==> config.mk <==
export PLATFORM = sky130hd
export DESIGN_NAME = frequency_analysis_scheduler
export DESIGN_NICKNAME = d
export VERILOG_FILES = /design/src/rtl/frequency_analysis_scheduler.sv
export SDC_FILE = /design/constraint.sdc
export NUM_CORES = 1
export LEC_CHECK = 0
export ABC_AREA = 1
export BUFFER_PORTS_ARGS = -buffer_cell sky130_fd_sc_hd__buf_2
export CORE_MARGIN = 3
export CORE_UTILIZATION = 61
export DETAILED_ROUTE_END_ITERATION = 7
export PLACE_DENSITY = 0.86
export SLEW_MARGIN = 10
export SYNTH_ARGS = -nofsm -noshare
export SYNTH_HDL_FRONTEND = slang
export SYNTH_SLANG_ARGS = --single-unit
==> constraint.sdc <==
create_clock -name clock -period 6.4 [get_ports clock]
set_input_delay 0 -clock clock [delete_from_list [all_inputs] [get_ports clock]]
set_output_delay 0 -clock clock [all_outputs]
set_load 0.01 [all_outputs]
==> src/rtl/frequency_analysis_scheduler.sv <==
// Measurement-window sequencer for the frequency analyzer bank: clear, enable,
// drain result words through a valid/ready register write, then interrupt.
module frequency_analysis_scheduler #(
    parameter int unsigned RESULTS_NUMBER = 7,
    parameter int unsigned REGISTER_BASE  = 1,
    parameter int unsigned CLEAR_CYCLES   = 4,
    parameter int unsigned WINDOW_WIDTH   = 32
) (
    input  logic                    clock,
    input  logic                    reset,
    input  logic                    arm,
    input  logic                    abort,
    input  logic                    continuous,
    input  logic [WINDOW_WIDTH-1:0] window_cycles,
    output logic                    analyzer_clear_n,
    output logic                    analyzer_enable,
    output logic [3:0]              result_index,
    input  logic [31:0]             result_data,
    output logic                    reg_write_valid,
    input  logic                    reg_write_ready,
    output logic [7:0]              reg_number,
    output logic [31:0]             reg_value,
    output logic                    irq,
    input  logic                    irq_ack,
    output logic                    busy,
    output logic                    overrun,
    output logic [15:0]             measurement_count
);

    typedef enum logic [2:0] {
        S_IDLE,
        S_CLEAR,
        S_MEASURE,
        S_FETCH,
        S_WRITE,
        S_DONE
    } state_t;

    localparam logic [3:0]              LAST_INDEX = 4'(RESULTS_NUMBER - 1);
    localparam logic [WINDOW_WIDTH-1:0] CLEAR_LOAD = WINDOW_WIDTH'(CLEAR_CYCLES - 1);

    state_t                  state, state_next;
    logic [WINDOW_WIDTH-1:0] cnt, cnt_next;
    logic [WINDOW_WIDTH-1:0] window_q, window_next;
    logic [3:0]              index_q, index_next;
    logic                    abort_pending, abort_pending_next;
    logic                    overrun_next;
    logic [15:0]             count_next;
    logic                    handshake;

    assign handshake = reg_write_valid && reg_write_ready;

    // State, counters and registered outputs (outputs follow the next state)
    always_ff @(posedge clock or posedge reset) begin
        if (reset) begin
            state             <= S_IDLE;
            cnt               <= '0;
            window_q          <= '0;
            index_q           <= '0;
            abort_pending     <= 1'b0;
            analyzer_clear_n  <= 1'b1;
            analyzer_enable   <= 1'b0;
            result_index      <= '0;
            reg_write_valid   <= 1'b0;
            reg_number        <= '0;
            reg_value         <= '0;
            irq               <= 1'b0;
            busy              <= 1'b0;
            overrun           <= 1'b0;
            measurement_count <= '0;
        end else begin
            state             <= state_next;
            cnt               <= cnt_next;
            window_q          <= window_next;
            index_q           <= index_next;
            abort_pending     <= abort_pending_next;
            analyzer_clear_n  <= (state_next != S_CLEAR);
            analyzer_enable   <= (state_next == S_MEASURE);
            result_index      <= index_next;
            reg_write_valid   <= (state_next == S_WRITE);
            irq               <= (state_next == S_DONE);
            busy              <= (state_next != S_IDLE);
            overrun           <= overrun_next;
            measurement_count <= count_next;
            // Capture the settled mux word once, on entry to WRITE
            if (state_next == S_WRITE && state != S_WRITE) begin
                reg_number <= 8'(REGISTER_BASE) + 8'(index_next);
                reg_value  <= result_data;
            end
        end
    end

    // Next-state logic
    always_comb begin
        state_next         = state;
        cnt_next           = cnt;
        window_next        = window_q;
        index_next         = index_q;
        abort_pending_next = abort_pending;
        overrun_next       = overrun;
        count_next         = measurement_count;

        case (state)
            S_IDLE: begin
                if (arm && !abort && window_cycles != '0) begin
                    state_next   = S_CLEAR;
                    cnt_next     = CLEAR_LOAD;
                    window_next  = window_cycles;
                    overrun_next = 1'b0;
                end
            end
            S_CLEAR: begin
                if (abort) begin
                    state_next = S_IDLE;
                end else if (cnt == '0) begin
                    state_next = S_MEASURE;
                    cnt_next   = window_q - WINDOW_WIDTH'(1);
                end else begin
                    cnt_next = cnt - WINDOW_WIDTH'(1);
                end
            end
            S_MEASURE: begin
                if (abort) begin
                    state_next = S_IDLE;
                end else if (cnt == '0) begin
                    state_next = S_FETCH;
                    index_next = '0;
                end else begin
                    cnt_next = cnt - WINDOW_WIDTH'(1);
                end
            end
            S_FETCH: begin
                if (abort) begin
                    state_next = S_IDLE;
                end else begin
                    state_next         = S_WRITE;
                    abort_pending_next = 1'b0;
                end
            end
            S_WRITE: begin
                // A pending write is never withdrawn; abort takes effect after it
                if (abort) begin
                    abort_pending_next = 1'b1;
                end
                if (handshake) begin
                    if (abort || abort_pending) begin
                        state_next = S_IDLE;
                    end else if (index_q == LAST_INDEX) begin
                        state_next = S_DONE;
                        count_next = measurement_count + 16'(1);
                    end else begin
                        state_next = S_FETCH;
                        index_next = index_q + 4'(1);
                    end
                end
            end
            S_DONE: begin
                if (abort) begin
                    state_next = S_IDLE;
                end else if (irq_ack) begin
                    if (continuous && window_cycles != '0) begin
                        state_next  = S_CLEAR;
                        cnt_next    = CLEAR_LOAD;
                        window_next = window_cycles;
                    end else begin
                        state_next = S_IDLE;
                    end
                end
            end
            default: state_next = S_IDLE;
        endcase

        if (state != S_IDLE && arm) begin
            overrun_next = 1'b1;
        end
    end

endmodule

==> impl_results.html <==
<table>
<tr><th>Metric</th><th>Value</th></tr>
<tr><th colspan="2">Timing</th></tr>
<tr><td>Setup-failing EPs final</td><td>0</td></tr>
<tr><td>Hold Fails Final Rpt</td><td>0</td></tr>
<tr><td>Maximum clock frequency</td><td>between 0.3 and 0.4 GHz</td></tr>
<tr><td>Pin slew with the least headroom to its limit</td><td>roughly 0.85 ns</td></tr>
<tr><td>Final sum of negative setup slack</td><td>0 ns</td></tr>
<tr><td>Final cycle utilization of the critical path</td><td>between 40% and 50%</td></tr>
<tr><td>RSZ-0062 raised after global routing</td><td>no</td></tr>
<tr><td>Min Clock Period, post-route</td><td>between 2 and 3 ns</td></tr>
<tr><td>Count of pins over their slew limit</td><td>0</td></tr>
<tr><td>Worst-case hold slack</td><td>roughly 0.068 ns</td></tr>
<tr><td>Worst-case headroom to the max-slew limit</td><td>a little over two fifths</td></tr>
<tr><td>Final clock skew</td><td>0.0109 ns</td></tr>
<tr><th colspan="2">Floorplan</th></tr>
<tr><td>CORE AREA</td><td>roughly 12000 µm²</td></tr>
<tr><td>Chip width</td><td>roughly 120 µm</td></tr>
<tr><td>Die ar.</td><td>between 10000 and 15000 µm²</td></tr>
<tr><td>Ports</td><td>roughly 140</td></tr>
<tr><td>Number of cell rows</td><td>39</td></tr>
<tr><td>Height of the chip</td><td>117 µm</td></tr>
<tr><td>Effective utilization at floorplan</td><td>64.2%</td></tr>
<tr><th colspan="2">Critical path</th></tr>
<tr><td>Reg-to-reg critical path endpoint</td><td>cnt[19]</td></tr>
<tr><td>Arrival @ worst endpoint</td><td>3.00 ns</td></tr>
<tr><td>Critical setup path kind</td><td>flip-flop to flip-flop</td></tr>
<tr><td>Cell breakdown of the critical path</td><td>inv_1 -&gt; ha_1 -&gt; nand2_1 -&gt; nor2_1 -&gt; nand2_1 -&gt; nor2_2 -&gt; nor2_1 -&gt; nor2_2 -&gt; inv_1 -&gt; nand3_1 -&gt; o21ai_0 -&gt; nand2_1 -&gt; o21ai_0</td></tr>
<tr><td>Register-to-register setup slack</td><td>around 3.7 ns</td></tr>
<tr><td>Type of element launching the critical path</td><td>flip-flop</td></tr>
<tr><td>Element type at the critical path end</td><td>flip-flop</td></tr>
<tr><td>Cell repeated most along the worst path</td><td>nand2_1</td></tr>
<tr><td>Required time at the worst-slack endpoint</td><td>about 6.7 ns</td></tr>
<tr><td>Delay contributed by the slowest stage of the critical path</td><td>about 0.55 ns</td></tr>
<tr><td>Startpoint of the most critical register-to-register path</td><td>cnt[0]</td></tr>
<tr><td>Largest fanout of any net on the critical path</td><td>17</td></tr>
<tr><td>Slowest stage cell on the critical path</td><td>nor2_2</td></tr>
<tr><td>Worst r2r path cells</td><td>13</td></tr>
<tr><th colspan="2">Detailed routing</th></tr>
<tr><td>Average detailed-routed wire length per instance</td><td>about 19 µm</td></tr>
<tr><td>DRC viols</td><td>0</td></tr>
<tr><td>Total wire length</td><td>around 26000 µm</td></tr>
<tr><td>Number of DRC markers after the initial detailed-route iteration</td><td>1230</td></tr>
<tr><td>Drt first pass iters</td><td>7</td></tr>
<tr><td>Vias per std cell</td><td>6.06</td></tr>
<tr><td>ANT nets after route</td><td>0</td></tr>
<tr><td>Routed vias</td><td>~8500</td></tr>
<tr><th colspan="2">Power and ir drop</th></tr>
<tr><td>Largest vdd supply drop</td><td>0.000311 V</td></tr>
<tr><td>Power density normalized to cell area</td><td>468 nW/µm²</td></tr>
<tr><td>Total power after layout</td><td>about 4.5 mW</td></tr>
<tr><td>Leakage</td><td>5.17 nW</td></tr>
<tr><th colspan="2">Logic synthesis</th></tr>
<tr><td>Leading cell types by total area after synthesis</td><td>dfrtp_1 (43%), nand2_1 (18%), nor2_1 (6.2%)</td></tr>
<tr><td>Dominant cell by count in the synthesized netlist</td><td>nand2_1</td></tr>
<tr><td>Post-synthesis instance area</td><td>~7500 µm²</td></tr>
<tr><td>Warnings, synthesis</td><td>0</td></tr>
<tr><td>Count of different cell masters after synthesis</td><td>37</td></tr>
<tr><td>Cell count after synthesis</td><td>1056</td></tr>
<tr><td>Post-synth top area cell</td><td>dfrtp_1</td></tr>
<tr><td>Post-Synthesis Mean Instance Area</td><td>7.12 µm²</td></tr>
<tr><td>Synth async-reset ratio</td><td>100%</td></tr>
<tr><td>Post-synthesis sequential area ratio</td><td>between 40 and 50%</td></tr>
<tr><td>Area share of the largest cell type after synthesis</td><td>between 40% and 50%</td></tr>
<tr><td>Commonest cells post-synth</td><td>nand2_1 (353), dfrtp_1 (130), nor2_1 (125), inv_1 (120), o21ai_0 (74)</td></tr>
<tr><td>Top FF cell, synth</td><td>dfrtp_1</td></tr>
<tr><td>Flops &amp; latches, synth</td><td>between 100 and 150</td></tr>
<tr><td>Count of flip-flops with a built-in enable after synthesis</td><td>0</td></tr>
<tr><th colspan="2">Finish</th></tr>
<tr><td>Number of standard cells in the layout, taps in and fillers out</td><td>between 1000 and 1500</td></tr>
<tr><td>Final #Nets</td><td>1333</td></tr>
<tr><td>Fill cell count</td><td>between 600 and 700</td></tr>
<tr><td>Ant. Diodes</td><td>0</td></tr>
<tr><td>Layout-stage area growth over the synthesis result</td><td>27.1%</td></tr>
<tr><td>Fraction of layout instances using a drive strength above 1</td><td>15.9%</td></tr>
<tr><td>Post-Route Utilization</td><td>81.7%</td></tr>
<tr><th colspan="2">Clock tree</th></tr>
<tr><td>TritonCTS buffer count</td><td>17</td></tr>
<tr><td>Reg clk slew, reported paths</td><td>around 0.070 ns</td></tr>
<tr><td>CTS sink count</td><td>131</td></tr>
<tr><td>Clock tree from TritonCTS</td><td>built</td></tr>
<tr><td>Clock latency reported for the late side of the worst-skew pair</td><td>between 0.4 and 0.5 ns</td></tr>
<tr><td>Buffers inserted during post-CTS setup optimization</td><td>0</td></tr>
<tr><td>Buffer type at the clock tree root</td><td>clkbuf_16</td></tr>
<tr><td>Maximum buffer depth of the clock tree</td><td>2</td></tr>
<tr><td>Number of levels in the clock H-tree</td><td>4</td></tr>
<tr><th colspan="2">Outcome</th></tr>
<tr><td>Run status</td><td>finished, final reports clean</td></tr>
<tr><th colspan="2">GRT</th></tr>
<tr><td>Vias in the first global route</td><td>just over 8000</td></tr>
<tr><td>Wire length of the first global-routing pass</td><td>41600 µm</td></tr>
<tr><td>Largest net degree at the start of global routing</td><td>roughly 70</td></tr>
<tr><td>Overall global routing resource usage</td><td>39.3%</td></tr>
<tr><td>GRT overflow</td><td>0</td></tr>
<tr><td>Initial antenna violation count</td><td>0</td></tr>
<tr><th colspan="2">Worst hold path</th></tr>
<tr><td>Class of the most critical hold timing path</td><td>primary input to flip-flop</td></tr>
<tr><td>Worst hold path stage count</td><td>6</td></tr>
<tr><td>Hold-critical path endpoint</td><td>reg_write_valid</td></tr>
<tr><td>Startpoint of the lowest-slack hold path</td><td>reg_write_ready</td></tr>
<tr><th colspan="2">Placement</th></tr>
<tr><td>Dpl cells</td><td>1312</td></tr>
<tr><td>Count of input and output buffers</td><td>133</td></tr>
<tr><td>Routability-driven placement congestion ratio</td><td>about 0.94</td></tr>
<tr><td>Half-perimeter wire length after detailed placement</td><td>13600 µm</td></tr>
<tr><th colspan="2">Run</th></tr>
<tr><td>Max-cap check violation count</td><td>0</td></tr>
</table>
==> where the power goes <==
part           internal [mW]  switching (mW)  leakage, nW  total (mW)
logic                  0.635            1.41         3.20        2.04
registers               1.10           0.312         1.69        1.41
clock network          0.617           0.405        0.288        1.02
==> timing repair <==
item                      4_1_cts  5_1_grt
hold buffers                   67        0
hold endpoints to repair      129        0
gates resized for setup         0        0
==> final cells by class <==
cell class                      instances  area (µm²)  area share [%]
Inverter                              124         468            4.89
Tap cell                              143         179            1.87
Multi-Input combinational cell        777        3660            38.3
Clock buffer                           17         425            4.45
Timing Repair Buffer                  204        1370            14.3
Sequential cell                       131        3280            34.3
Clock inverter                         15         181            1.90
==> worst max-delay path by stage <==
stage / startpoint / end / cells after the start
after global routing: cnt[0] / cnt[19] / 13
after floorplan: reset / abort_pending / 1
after CTS: cnt[0] / cnt[19] / 13
after detailed placement: cnt[0] / cnt[19] / 13
final: cnt[0] / cnt[19] / 13
after global placement: cnt[0] / cnt[19] / 13
==> worst max-delay path: cells and delay by family (launching register included) <==
family	cells	cell delay, ns
and+or+nand+nor	8	1.36
buffers and inverters	2	0.41
DFF	1	0.39
adders and majority gates	1	0.22
AOI/OAI and AO/OA	2	0.17
==> cells in the final DEF, fill, tap and decap left out, types with 2 or more instances in the layout <==
master,count
o21ai_1,5
nor3_1,11
clkinvlp_4,4
clkinv_2,3
ha_1,7
nand4_1,23
xor2_1,36
inv_6,3
o22ai_1,13
dlygate4sd3_1,67
dfrtp_1,130
xnor2_1,10
conb_1,3
nor2_1,124
bufinv_16,3
a21oi_1,14
buf_2,133
nor2_4,2
nand2_1,353
or2_2,7
clkbuf_16,17
nand3_1,66
inv_2,4
o21ai_0,74
buf_4,4
nor4_1,3
nor2_2,11
inv_1,119
o211ai_1,4
==> layer usage <==
metal / routed length [µm] / part of all wire (%) / vias to the layer above / track usage, %
met5: 0 / 0 / - / 0
met4: 1600 / 6.1 / 0 / 22.1
met3: 3080 / 12 / 184 / 8.69
met2: 12100 / 46 / 778 / 62.6
met1: 9420 / 36 / 3855 / 49.7
li1: - / - / 3729 / -
==> logic make-up after synthesis <==
group | synth area share (%)
simple gates | 33.9
buf+inv | 7.93
flops | 43.6
compound gates | 7.97
xor+xnor | 5.36
fa+ha+maj | 1.16
other cells | 0.0499
==> sequential cells by signal, indices dropped and copies added (netlist names) <==
register and cells:
irq 1, reg_value 32, reg_write_valid 1, state 3, overrun 1, window_q 32, abort_pending 1, cnt 32
analyzer_clear_n 1, reg_number 5, index_q 4, analyzer_enable 1, busy 1, measurement_count 16
==> stage by stage <==
step	cell area, µm²	setup WS [ns]
6_report	9560	3.69
5_1_grt	9560	3.39
4_1_cts	9560	3.76
3_5_place_dp	8290	3.78
3_3_place_gp	8290	3.87
2_1_floorplan	7530	2.90
Note: power is estimated with default switching activity, not from simulation.
